**src/rtl/jam_cost_table.sv**
```systemverilog
// Cost-table stage in front of the job-assignment engine: streams in an 8x8 cost
// matrix, then serves registered (W,J) lookups. Define ROW_MIN_EN for RowMinSum.
module jam_cost_table #(
    parameter int COST_W = 7,
    parameter int IDX_W  = 3
) (
    input  logic                    CLK,
    input  logic                    RST,
    input  logic                    Clear,
    input  logic                    In_Valid,
    output logic                    In_Ready,
    input  logic [COST_W-1:0]       In_Cost,
    input  logic [IDX_W-1:0]        W,
    input  logic [IDX_W-1:0]        J,
    output logic [COST_W-1:0]       Cost,
    output logic                    Table_Ready,
    output logic [2*IDX_W:0]        Load_Count
`ifdef ROW_MIN_EN
    ,
    output logic [COST_W+IDX_W-1:0] RowMinSum
`endif
);

    localparam int N     = 2 ** IDX_W;
    localparam int DEPTH = N * N;
    localparam logic [2*IDX_W:0] FULL = (2*IDX_W+1)'(DEPTH);

    typedef enum logic {LOAD, READY} state_e;

    state_e                 state_q, state_d;
    logic [2*IDX_W:0]       count_q, count_d;
    logic                   wr_en;
    logic [2*IDX_W-1:0]     wr_addr;
    logic [COST_W-1:0]      mem_q [DEPTH];
    logic [COST_W-1:0]      cost_q;

    assign wr_addr = count_q[2*IDX_W-1:0];

    // NOTE: every always_comb output gets a default first so no path can infer a latch.
    always_comb begin
        state_d = state_q;
        count_d = count_q;
        wr_en   = 1'b0;
        if (Clear) begin
            state_d = LOAD;
            count_d = '0;
        end else if (state_q == LOAD && In_Valid) begin
            wr_en   = 1'b1;
            count_d = count_q + 1'b1;
            if (count_q == FULL - 1'b1) begin
                state_d = READY;
            end
        end
    end

    // NOTE: sequential state uses non-blocking assignments so every flop samples pre-edge values.
    always_ff @(posedge CLK or negedge RST) begin
        if (!RST) begin
            state_q <= LOAD;
            count_q <= '0;
        end else begin
            state_q <= state_d;
            count_q <= count_d;
        end
    end

    // NOTE: the table is a flop array because it must read as zero after reset; a RAM macro could not.
    always_ff @(posedge CLK or negedge RST) begin
        if (!RST) begin
            for (int i = 0; i < DEPTH; i++) begin
                mem_q[i] <= '0;
            end
        end else if (wr_en) begin
            mem_q[wr_addr] <= In_Cost;
        end
    end

    // Reading the pre-edge array gives read-before-write on a same-address collision.
    always_ff @(posedge CLK or negedge RST) begin
        if (!RST) begin
            cost_q <= '0;
        end else begin
            cost_q <= mem_q[{W, J}];
        end
    end

    assign Cost        = cost_q;
    assign In_Ready    = (state_q == LOAD);
    assign Table_Ready = (state_q == READY);
    assign Load_Count  = count_q;

`ifdef ROW_MIN_EN
    logic [COST_W-1:0]       row_min_q;
    logic [COST_W-1:0]       row_min_cand;
    logic [COST_W+IDX_W-1:0] sum_q;

    // The first entry of a row (J==0) restarts the running minimum.
    always_comb begin
        row_min_cand = In_Cost;
        if (count_q[IDX_W-1:0] != '0 && row_min_q < In_Cost) begin
            row_min_cand = row_min_q;
        end
    end

    always_ff @(posedge CLK or negedge RST) begin
        if (!RST) begin
            row_min_q <= '0;
            sum_q     <= '0;
        end else if (Clear) begin
            row_min_q <= '0;
            sum_q     <= '0;
        end else if (wr_en) begin
            row_min_q <= row_min_cand;
            if (count_q[IDX_W-1:0] == {IDX_W{1'b1}}) begin
                sum_q <= sum_q + (COST_W+IDX_W)'(row_min_cand);
            end
        end
    end

    assign RowMinSum = sum_q;
`endif

endmodule
```
**config.mk**
```make
export PLATFORM = sky130hd
export DESIGN_NAME = jam_cost_table
export DESIGN_NICKNAME = d
export VERILOG_FILES = /design/src/rtl/jam_cost_table.sv
export SDC_FILE = /design/constraint.sdc
export NUM_CORES = 1
export LEC_CHECK = 0
export CAP_MARGIN = 30
export CORE_ASPECT_RATIO = 0.75
export CORE_UTILIZATION = 35
export CTS_CLUSTER_SIZE = 20
export DETAILED_ROUTE_END_ITERATION = 6
export SLEW_MARGIN = 15
export SYNTH_ARGS = -nofsm -noshare
export SYNTH_HDL_FRONTEND = slang
export SYNTH_SLANG_ARGS = --single-unit
export TNS_END_PERCENT = 100
```
**constraint.sdc**
```tcl
create_clock -name CLK -period 3.05 [get_ports CLK]
set_input_delay 0.61 -clock CLK [delete_from_list [all_inputs] [get_ports CLK]]
set_output_delay 0.61 -clock CLK [all_outputs]
set_load 0.01 [all_outputs]
```
# Yosys cells after proc, flatten, opt, wreduce, memory -nomap -nowiden
# Index checks and enable logic that the tools add are counted.
# totals
elab_cells,93
output_inout_bits,16
reg_bits,463
in_bits,17
# classes
bitwise,3
n_mux,13
reduce_logical,5
eq_ne,1
n_addsub,1
order_cmp,3
# op_table
operator,n
$bwmux W448,1
$bmux W7 S6,1
$demux W7 S6,1
$mux W7,5
$ge A7 B7 Y1 const B,2
$not A6 Y7,2
$add A7 B1 Y7 const B,1
$eq A7 B6 Y1 const B,1
$lt A7 B1 Y1 const B,1
$mux W1,5
$reduce_bool A2 Y1,2
$logic_and A1 B1 Y1,2
$reduce_and A2 Y1,1
$not A1 Y1,1

# Logic depth before layout (Yosys ltp)
# Gate-level depths: netlist of run 1.
# logic_depth
depth_word,6
mapped_depth,8
depth_no_buf,5

# Worst setup path after synthesis of run 1
# Ideal clock, no wire load.
# synth_timing
kind,input to register
startpoint,in J[0]
endpoint,"reg cost_q[6], in the netlist Cost[6]"
path_slack_ns,0.820
stages,6
setup_ns,0.121
t_required_ns,2.929
t_arrival_ns,2.109
n_path_buf,2
path_cell_list,buf_2 buf_2 mux4_2 a221oi_1 o21ai_0 a22o_1
# synth_between
elab_chain_cells,4
# synth_rtl
item,line_no,rtl
"start, declared",14,"input logic [IDX_W-1:0] J,"
$not A6 Y7 (not written as such),83,"cost_q <= mem_q[{W, J}];"
$bmux W7 S6,83,
$mux W7 (not written as such) (2 in a row),83,
"end signal, assigned",83,
"end, declared",35,logic [COST_W-1:0] cost_q;
# Every way passes these cells. The select of a mux whose other input is x is not followed.
# A chain may end at the register's enable or synchronous reset.

# Worst setup path after layout of run 1
# layout_timing
startpoint,"reg count_q[3], in the netlist Load_Count[3]"
endpoint,out Load_Count[3]
# layout_rtl
item,line_no,rtl
"start, declared",31,"logic [2*IDX_W:0] count_q, count_d;"
"start signal, assigned",63,count_q <= count_d;
"end, declared",17,output logic [2*IDX_W:0] Load_Count
# No word-level cell between the ends.

==> impl_metrics.sql, run 1 <==
INSERT INTO impl_metrics (metric_group, metric, value, unit) VALUES
('pwr', 'power', '12.8', 'mW'),
('detailed_routing', 'wl_per_cell', '24.2', 'um'),
('pwr', 'power.internal', '9.87', 'mW'),
('yosys', 'netlist_area', '0.0212', 'sq mm'),
('pwr', 'power.sequential.fraction', '49.5', '%'),
('final_layout', 'fillerInstances', '5498', ''),
('critical_path', 'worstPathCellList', 'clkdlybuf4s50_1', ''),
('placement', 'pre_cts_slack', '138', 'ps'),
('pwr', 'vdd_ir_drop_max', '0.332', 'mV'),
('critical_path', 'critPathArrivalTime', '2220', 'ps'),
('die', 'floorplan.die_area', '0.0615', 'sq mm'),
('pwr', 'combPwrFrac', '6.8', '%'),
('detailed_routing', 'ant_nets', '0', ''),
('die', 'floorplan.die.height', '215', 'um'),
('clock_tree', 'tritoncts_clock_tree', 'built', ''),
('pwr', 'power.net_switching', '2.98', 'mW'),
('yosys', 'synth.top_cells.by_area', 'dfrtp_1 (55%), mux2_2 (24%), mux4_2 (12%)', ''),
('critical_path', 'reg2reg_depth', '4', ''),
('yosys', 'synth_largest_area_cell', 'dfrtp_1', ''),
('min_path', 'hold_path.class', 'input pin to asynchronous set/reset pin', ''),
('flow_run', 'max-cap-violations', '0', ''),
('sta', 'fin_ws', '223', 'ps'),
('detailed_routing', 'drt_first_pass_iters', '5', ''),
('final_layout', 'diodes', '0', ''),
('grt', 'grt_max_degree', '89', ''),
('critical_path', 'crit_path_top_delay_cell', 'dfrtp_1', ''),
('yosys', 'mappedNetlistNets', '1383', ''),
('yosys', 'ys_seq_elements', '463', ''),
('final_layout', 'finish.net_count', '1442', ''),
('pwr', 'clockPowerShare', '43.7', '%'),
('grt', 'antenna_found_initial', '0', ''),
('yosys', 'synthesis.yosys.warnings', '0', ''),
('sta', 'final_period_minus_worst_setup_slack', '2830', 'ps'),
('pwr', 'p_leak', '11.6', 'nW'),
('grt', 'globalRouteTotalUtil', '18.1', '%'),
('yosys', 'synth_cell_types', '49', ''),
('clock_tree', 'worstSkewPairLatency', '560', 'ps'),
('critical_path', 'critical_path.endpoint_type', 'primary output', ''),
('detailed_routing', 'avgViaCountPerCell', '5.42', ''),
('grt', 'global_route.overflow_total', '0', ''),
('sta', 'hold_violation_total_from_the_final_report', '0', ''),
('yosys', 'syn-mean-instance-area', '15.5', 'sq um'),
('die', 'core_area', '0.0593', 'sq mm'),
('critical_path', 'worst_path_dominant_cell_family', 'flip-flops', ''),
('clock_tree', 'cts_max_path_buffers', '3', ''),
('final_layout', 'share_of_layout_cells_above_drive_strength_1', '51.4', '%'),
('placement', 'port_buffers', '32', ''),
('yosys', 'ys_seq_area_share', '54.7', '%'),
('die', 'chipWidth', '286', 'um'),
('clock_tree', 'clkTransAtPathRegs', '60', 'ps'),
('sta', 'max_freq', '354', 'MHz'),
('critical_path', 'critical_path.reg2reg.endpoint', 'mem_q[415]', ''),
('sta', 'final.period_utilization', '92.7', '%'),
('yosys', 'syn-instance-count', '1365', ''),
('clock_tree', 'post_cts_hold_buffer_count', '0', ''),
('outcome', 'status', 'completed', ''),
('critical_path', 'worstSetupStartpointType', 'flip-flop', ''),
('critical_path', 'regToRegSetupSlack', '510', 'ps'),
('pwr', 'power.switching_fraction', '23.2', '%'),
('pwr', 'ratio_of_total_power_to_cell_area', '531', 'mW/mm^2'),
('sta', 'setup_viol_count_final', '0', ''),
('die', 'core.rowCount', '77', ''),
('clock_tree', 'cts_made_buffers', '45', ''),
('detailed_routing', 'route.vias.total', '12200', ''),
('clock_tree', 'cts.htree.levels', '2', ''),
('critical_path', 'required_time_of_the_worst_setup_path', '2440', 'ps'),
('sta', 'grt_setup_unrepaired', 'no', ''),
('clock_tree', 'post_cts.repair.setup_buffers', '0', ''),
('grt', 'grt_pass1_wl', '84100', 'um'),
('die', 'floorplan.initialDensity', '35.7', '%'),
('clock_tree', 'cts-root-buf', 'clkbuf_16', '');
layout make-up:
| class | instances | area, sq um | area share [%] |
|---|---|---|---|
| Tap cell | 790 | 988 | 4.08 |
| Sequential cell | 463 | 11600 | 47.9 |
| Clock inverter | 7 | 87.6 | 0.362 |
| Inverter | 2 | 7.51 | 0.0310 |
| Timing Repair Buffer | 115 | 1090 | 4.49 |
| Clock buffer | 73 | 1370 | 5.66 |
| Multi-Input combinational cell | 797 | 9080 | 37.5 |
worst max-delay path by stage:
| stage | from | to | cells after the start | slack, ps |
|---|---|---|---|---|
| final | Load_Count[3] | Load_Count[3] | 1 | 220 |
| after detailed placement | J[0] | Cost[1] | 6 | 140 |
| after global routing | Load_Count[3] | Load_Count[3] | 1 | 170 |
| after floorplan | J[0] | Cost[6] | 6 | 820 |
| after CTS | Load_Count[4] | Load_Count[4] | 1 | 240 |
| after global placement | In_Valid | mem_q[53] | 8 | 150 |
synth_stat cells, drive strengths merged:
master / count
dfrtp: 463
mux2: 448
mux4: 112
nand2: 66
clkbuf: 56
buf: 47
nor2: 35
o22ai: 16
mux2i: 15
a22o: 12
nor3: 11
o21ai: 9
o221ai: 8
a21oi: 6
o41ai: 6
nand2b: 5
nand4: 5
nor2b: 5
or3: 5
a221oi: 4
and2: 4
nand3b: 4
xor2: 4
a211oi: 3
and3b: 2
inv: 2
nand3: 2
nor4: 2
or2: 2
a31oi: 1
a32o: 1
and3: 1
ha: 1
nor3b: 1
xnor2: 1
state kept, by name, indices dropped and copies added, names as in the netlist:
name,flops
Cost,7
Load_Count,7
Table_Ready,1
mem_q,448
through the flow:
step / area [sq um] / instances / hold WS, ps / utilization [%]
global route: 24200 / 2247 / 51.4 / 40.8
floorplan: 21200 / 1365 / 314 / -
global placement: 22800 / 2167 / 479 / 38.3
CTS: 24200 / 2247 / 25.4 / 40.8
detailed placement: 22800 / 2167 / 486 / 38.3
finish: 24200 / 2247 / 4.41 / 40.8
logic make-up after synthesis:
| family | share of synthesized area (%) |
|---|---|
| flops | 54.7 |
| mux | 36.5 |
| fa+ha+maj | 0.0590 |
| buf+inv | 2.44 |
| xor+xnor | 0.207 |
| compound gates | 2.36 |
| simple gates | 3.79 |
power by group through the flow:
stage               combinational, mW  sequential (mW)  clock (mW)
global route                    0.958             6.37        6.01
finish                          0.878             6.36        5.61
CTS                             0.897             6.36        5.73
floorplan                       0.471             6.44           0
global placement                0.879             6.47           0
detailed placement              0.895             6.47           0
routing by layer:
metal | wire length (um) | GRT usage, % | vias to the layer above
met1 | 26800 | 27.9 | 6652
li1 | - | - | 5212
met2 | 23700 | 26.0 | 248
met3 | 2880 | 3.91 | 72
met5 | 0 | 0 | -
met4 | 940 | 3.40 | 0
Note: power is estimated with default switching activity, not from simulation.
==> inputs of run 2 (changes only) <==
- CORE_MARGIN: not set -> 5
- GPL_TIMING_DRIVEN: not set -> 0
- HOLD_SLACK_MARGIN: not set -> 0.06
==> run 2 against run 1 <==
Compared with the run above: clock power up 3%; sequential share of layout area up 0.21 points; die area up 6.6%; sequential power about the same; sequential cell count unchanged; final cell count up 1.2%; setup slack worse by 71 ps; clock skew down 7.1 ps.
==> impl_metrics.sql, run 2 (synthesis results as in run 1) <==
INSERT INTO impl_metrics (metric_group, metric, value, unit) VALUES
('outcome', 'status', 'completed', ''),
('clock_tree', 'cts_made_buffers', '45', ''),
('clock_tree', 'cts_max_path_buffers', '3', ''),
('min_path', 'hold_path.class', 'input pin to flip-flop', ''),
('clock_tree', 'tritoncts_clock_tree', 'built', ''),
('final_layout', 'share_of_layout_cells_above_drive_strength_1', '48.0', '%'),
('clock_tree', 'post_cts.repair.setup_buffers', '0', ''),
('placement', 'hpwl_after_detailed_placement', '43600', 'um'),
('critical_path', 'regToRegSetupSlack', '160', 'ps'),
('die', 'chipWidth', '294', 'um'),
('critical_path', 'crit_path_max_fanout', '9', ''),
('die', 'floorplan.die.height', '223', 'um'),
('grt', 'first_global_vias', '13200', ''),
('final_layout', 'area_delta_synth_final', '13.8', '%'),
('sta', 'hold_violation_total_from_the_final_report', '0', ''),
('die', 'floorplan.die_area', '0.0656', 'sq mm'),
('grt', 'globalRouteTotalUtil', '18.9', '%'),
('critical_path', 'timing.setup.critical_path_class', 'input pin to flip-flop', ''),
('sta', 'skew', '10.9', 'ps'),
('critical_path', 'crit_top_cell', 'nand2_1', ''),
('die', 'num_io_pins', '33', ''),
('sta', 'final.hold.worst_slack', '364', 'ps'),
('sta', 'final_period_minus_worst_setup_slack', '2900', 'ps'),
('grt', 'global_route.overflow_total', '0', ''),
('pwr', 'power.internal', '10.0', 'mW'),
('clock_tree', 'ctsResizeCount', '0', ''),
('clock_tree', 'clock_sink_count', '463', ''),
('detailed_routing', 'first_iter_violations', '941', ''),
('pwr', 'power', '13.0', 'mW'),
('placement', 'dpl-instance-area', '0.0226', 'sq mm'),
('clock_tree', 'cts-root-buf', 'clkbuf_16', ''),
('detailed_routing', 'route.vias.total', '12600', ''),
('sta', 'final.period_utilization', '95.0', '%'),
('grt', 'grt_max_degree', '109', ''),
('final_layout', 'layout_common_cells', 'dfrtp_1 (463), mux2_2 (448), mux4_2 (110)', ''),
('critical_path', 'worstSetupStartpointType', 'input pin', ''),
('grt', 'grt_pass1_wl', '91700', 'um'),
('detailed_routing', 'avgViaCountPerCell', '5.56', ''),
('pwr', 'clockPowerShare', '44.2', '%'),
('sta', 'setup_viol_count_final', '0', ''),
('final_layout', 'max_flop_register', 'mem_q', ''),
('critical_path', 'worstPathCellList', 'clkdlybuf4s50_1 -> nor2b_2 -> buf_4 -> nand2_1 -> nor2_2 -> nand2_1 -> mux2_2', ''),
('critical_path', 'crit_path_top_delay_cell', 'nor2_2', ''),
('die', 'core_area', '0.0602', 'sq mm'),
('pwr', 'ratio_of_total_power_to_cell_area', '540', 'mW/mm^2'),
('final_layout', 'multi_input_area', '0.00911', 'sq mm'),
('clock_tree', 'cts.htree.levels', '2', ''),
('detailed_routing', 'remaining_design_rule_violation_count', '0', ''),
('pwr', 'power.sequential.fraction', '48.7', '%'),
('final_layout', 'fillerInstances', '5503', ''),
('detailed_routing', 'ant_nets', '0', ''),
('sta', 'timing.slew.headroom', '30.8', '%'),
('sta', 'max_freq', '345', 'MHz'),
('critical_path', 'critPathArrivalTime', '3330', 'ps'),
('final_layout', 'mostFrequentLayoutCell', 'dfrtp_1', ''),
('critical_path', 'critical_path.endpoint_type', 'flip-flop', ''),
('pwr', 'p_leak', '11.4', 'nW'),
('sta', 'slew_at_the_pin_closest_to_its_max_slew_limit', '1040', 'ps'),
('sta', 'grt_setup_unrepaired', 'no', ''),
('detailed_routing', 'wl_per_cell', '27.2', 'um'),
('detailed_routing', 'routed_wirelength', '62000', 'um'),
('placement', 'weighted_congestion_reported_at_the_end_of_routability_driven_placement', '0.917', ''),
('grt', 'antenna_found_initial', '5', ''),
('pwr', 'power.net_switching', '3.03', 'mW'),
('pwr', 'vdd_ir_drop_max', '0.441', 'mV'),
('pwr', 'combPwrFrac', '7.1', '%'),
('flow_run', 'max-cap-violations', '0', ''),
('critical_path', 'cpPeakStageDelay', '760', 'ps'),
('critical_path', 'required_time_of_the_worst_setup_path', '3490', 'ps'),
('final_layout', 'seq_area', '0.0116', 'sq mm'),
('sta', 'final_max_slew_violation_count', '0', ''),
('final_layout', 'finish.net_count', '1460', ''),
('pwr', 'power.switching_fraction', '23.3', '%'),
('die', 'core.rowCount', '78', ''),
('final_layout', 'number_of_flip_flops_under_the_largest_register_name', '448', ''),
('detailed_routing', 'drt_first_pass_iters', '5', ''),
('clock_tree', 'clkTransAtPathRegs', '60', 'ps'),
('die', 'floorplan.initialDensity', '35.2', '%'),
('placement', 'port_buffers', '21', ''),
('clock_tree', 'worstSkewPairLatency', '550', 'ps'),
('final_layout', 'final_design_instance_area_without_fill', '0.0241', 'sq mm');
==> run 2: per-layer routing <==
layer / GRT usage [%] / part of all wire [%] / up-vias
met5: 0 / 0 / -
met4: 3.67 / 2.0 / 0
li1: - / - / 5271
met3: 5.87 / 9.0 / 79
met1: 28.9 / 47 / 6864
met2: 26.5 / 42 / 431
==> run 2: final cells by class <==
type                       instances  share of cell area (%)
timing repair buffer              30                    1.61
clock buffer                      70                    5.64
antenna                            2                  0.0208
multi-input combinational        797                    37.8
sequential                       463                    48.1
inverter                           2                  0.0311
tap                              800                    4.15
clock inverter                     8                   0.581
buffer                           103                    2.11
==> run 2: worst max-delay path: cells and delay by family <==
family / cells / cell delay (ps)
simple gates: 4 / 1620
mux: 1 / 430
buf+inv: 2 / 660
==> run 2: power groups by stage <==
stage	Combinational, mW	Sequential, mW	Clock (mW)
2_1_floorplan	0.471	6.44	0
3_3_place_gp	0.882	6.47	0
3_5_place_dp	0.927	6.46	0
4_1_cts	0.931	6.35	5.87
5_1_grt	0.996	6.36	6.13
6_report	0.922	6.35	5.76
==> run 2: final timing paths <==
path                                from            end  cells past startpoint
min in group asynchronous            RST     mem_q[212]                      2
max in group asynchronous            RST     mem_q[413]                      4
setup reg to reg           Load_Count[1]     mem_q[311]                      5
setup / recovery                In_Valid     mem_q[133]                      7
hold reg to reg               mem_q[297]     mem_q[297]                      1
hold / removal                     Clear  Load_Count[5]                      2
==> run 2: through the flow <==
| step | worst slack, ps | TNS (ps) | instances | utilization (%) |
|---|---|---|---|---|
| after global placement | -18810 | -8893810 | 2186 | 37.2 |
| after CTS | 211 | 0 | 2273 | 40.0 |
| after global routing | 89.5 | 0 | 2273 | 40.0 |
| final | 152 | 0 | 2275 | 40.0 |
| after detailed placement | -300 | -60220 | 2194 | 37.5 |
| after floorplan | 820 | 0 | 1365 | - |
==> run 2: what timing repair did <==
| item | in CTS | in global routing |
|---|---|---|
| hold buffers | 1 | 0 |
| endpoints found under the setup margin | 0 | 0 |
| endpoints found under the hold margin | 15 | 0 |
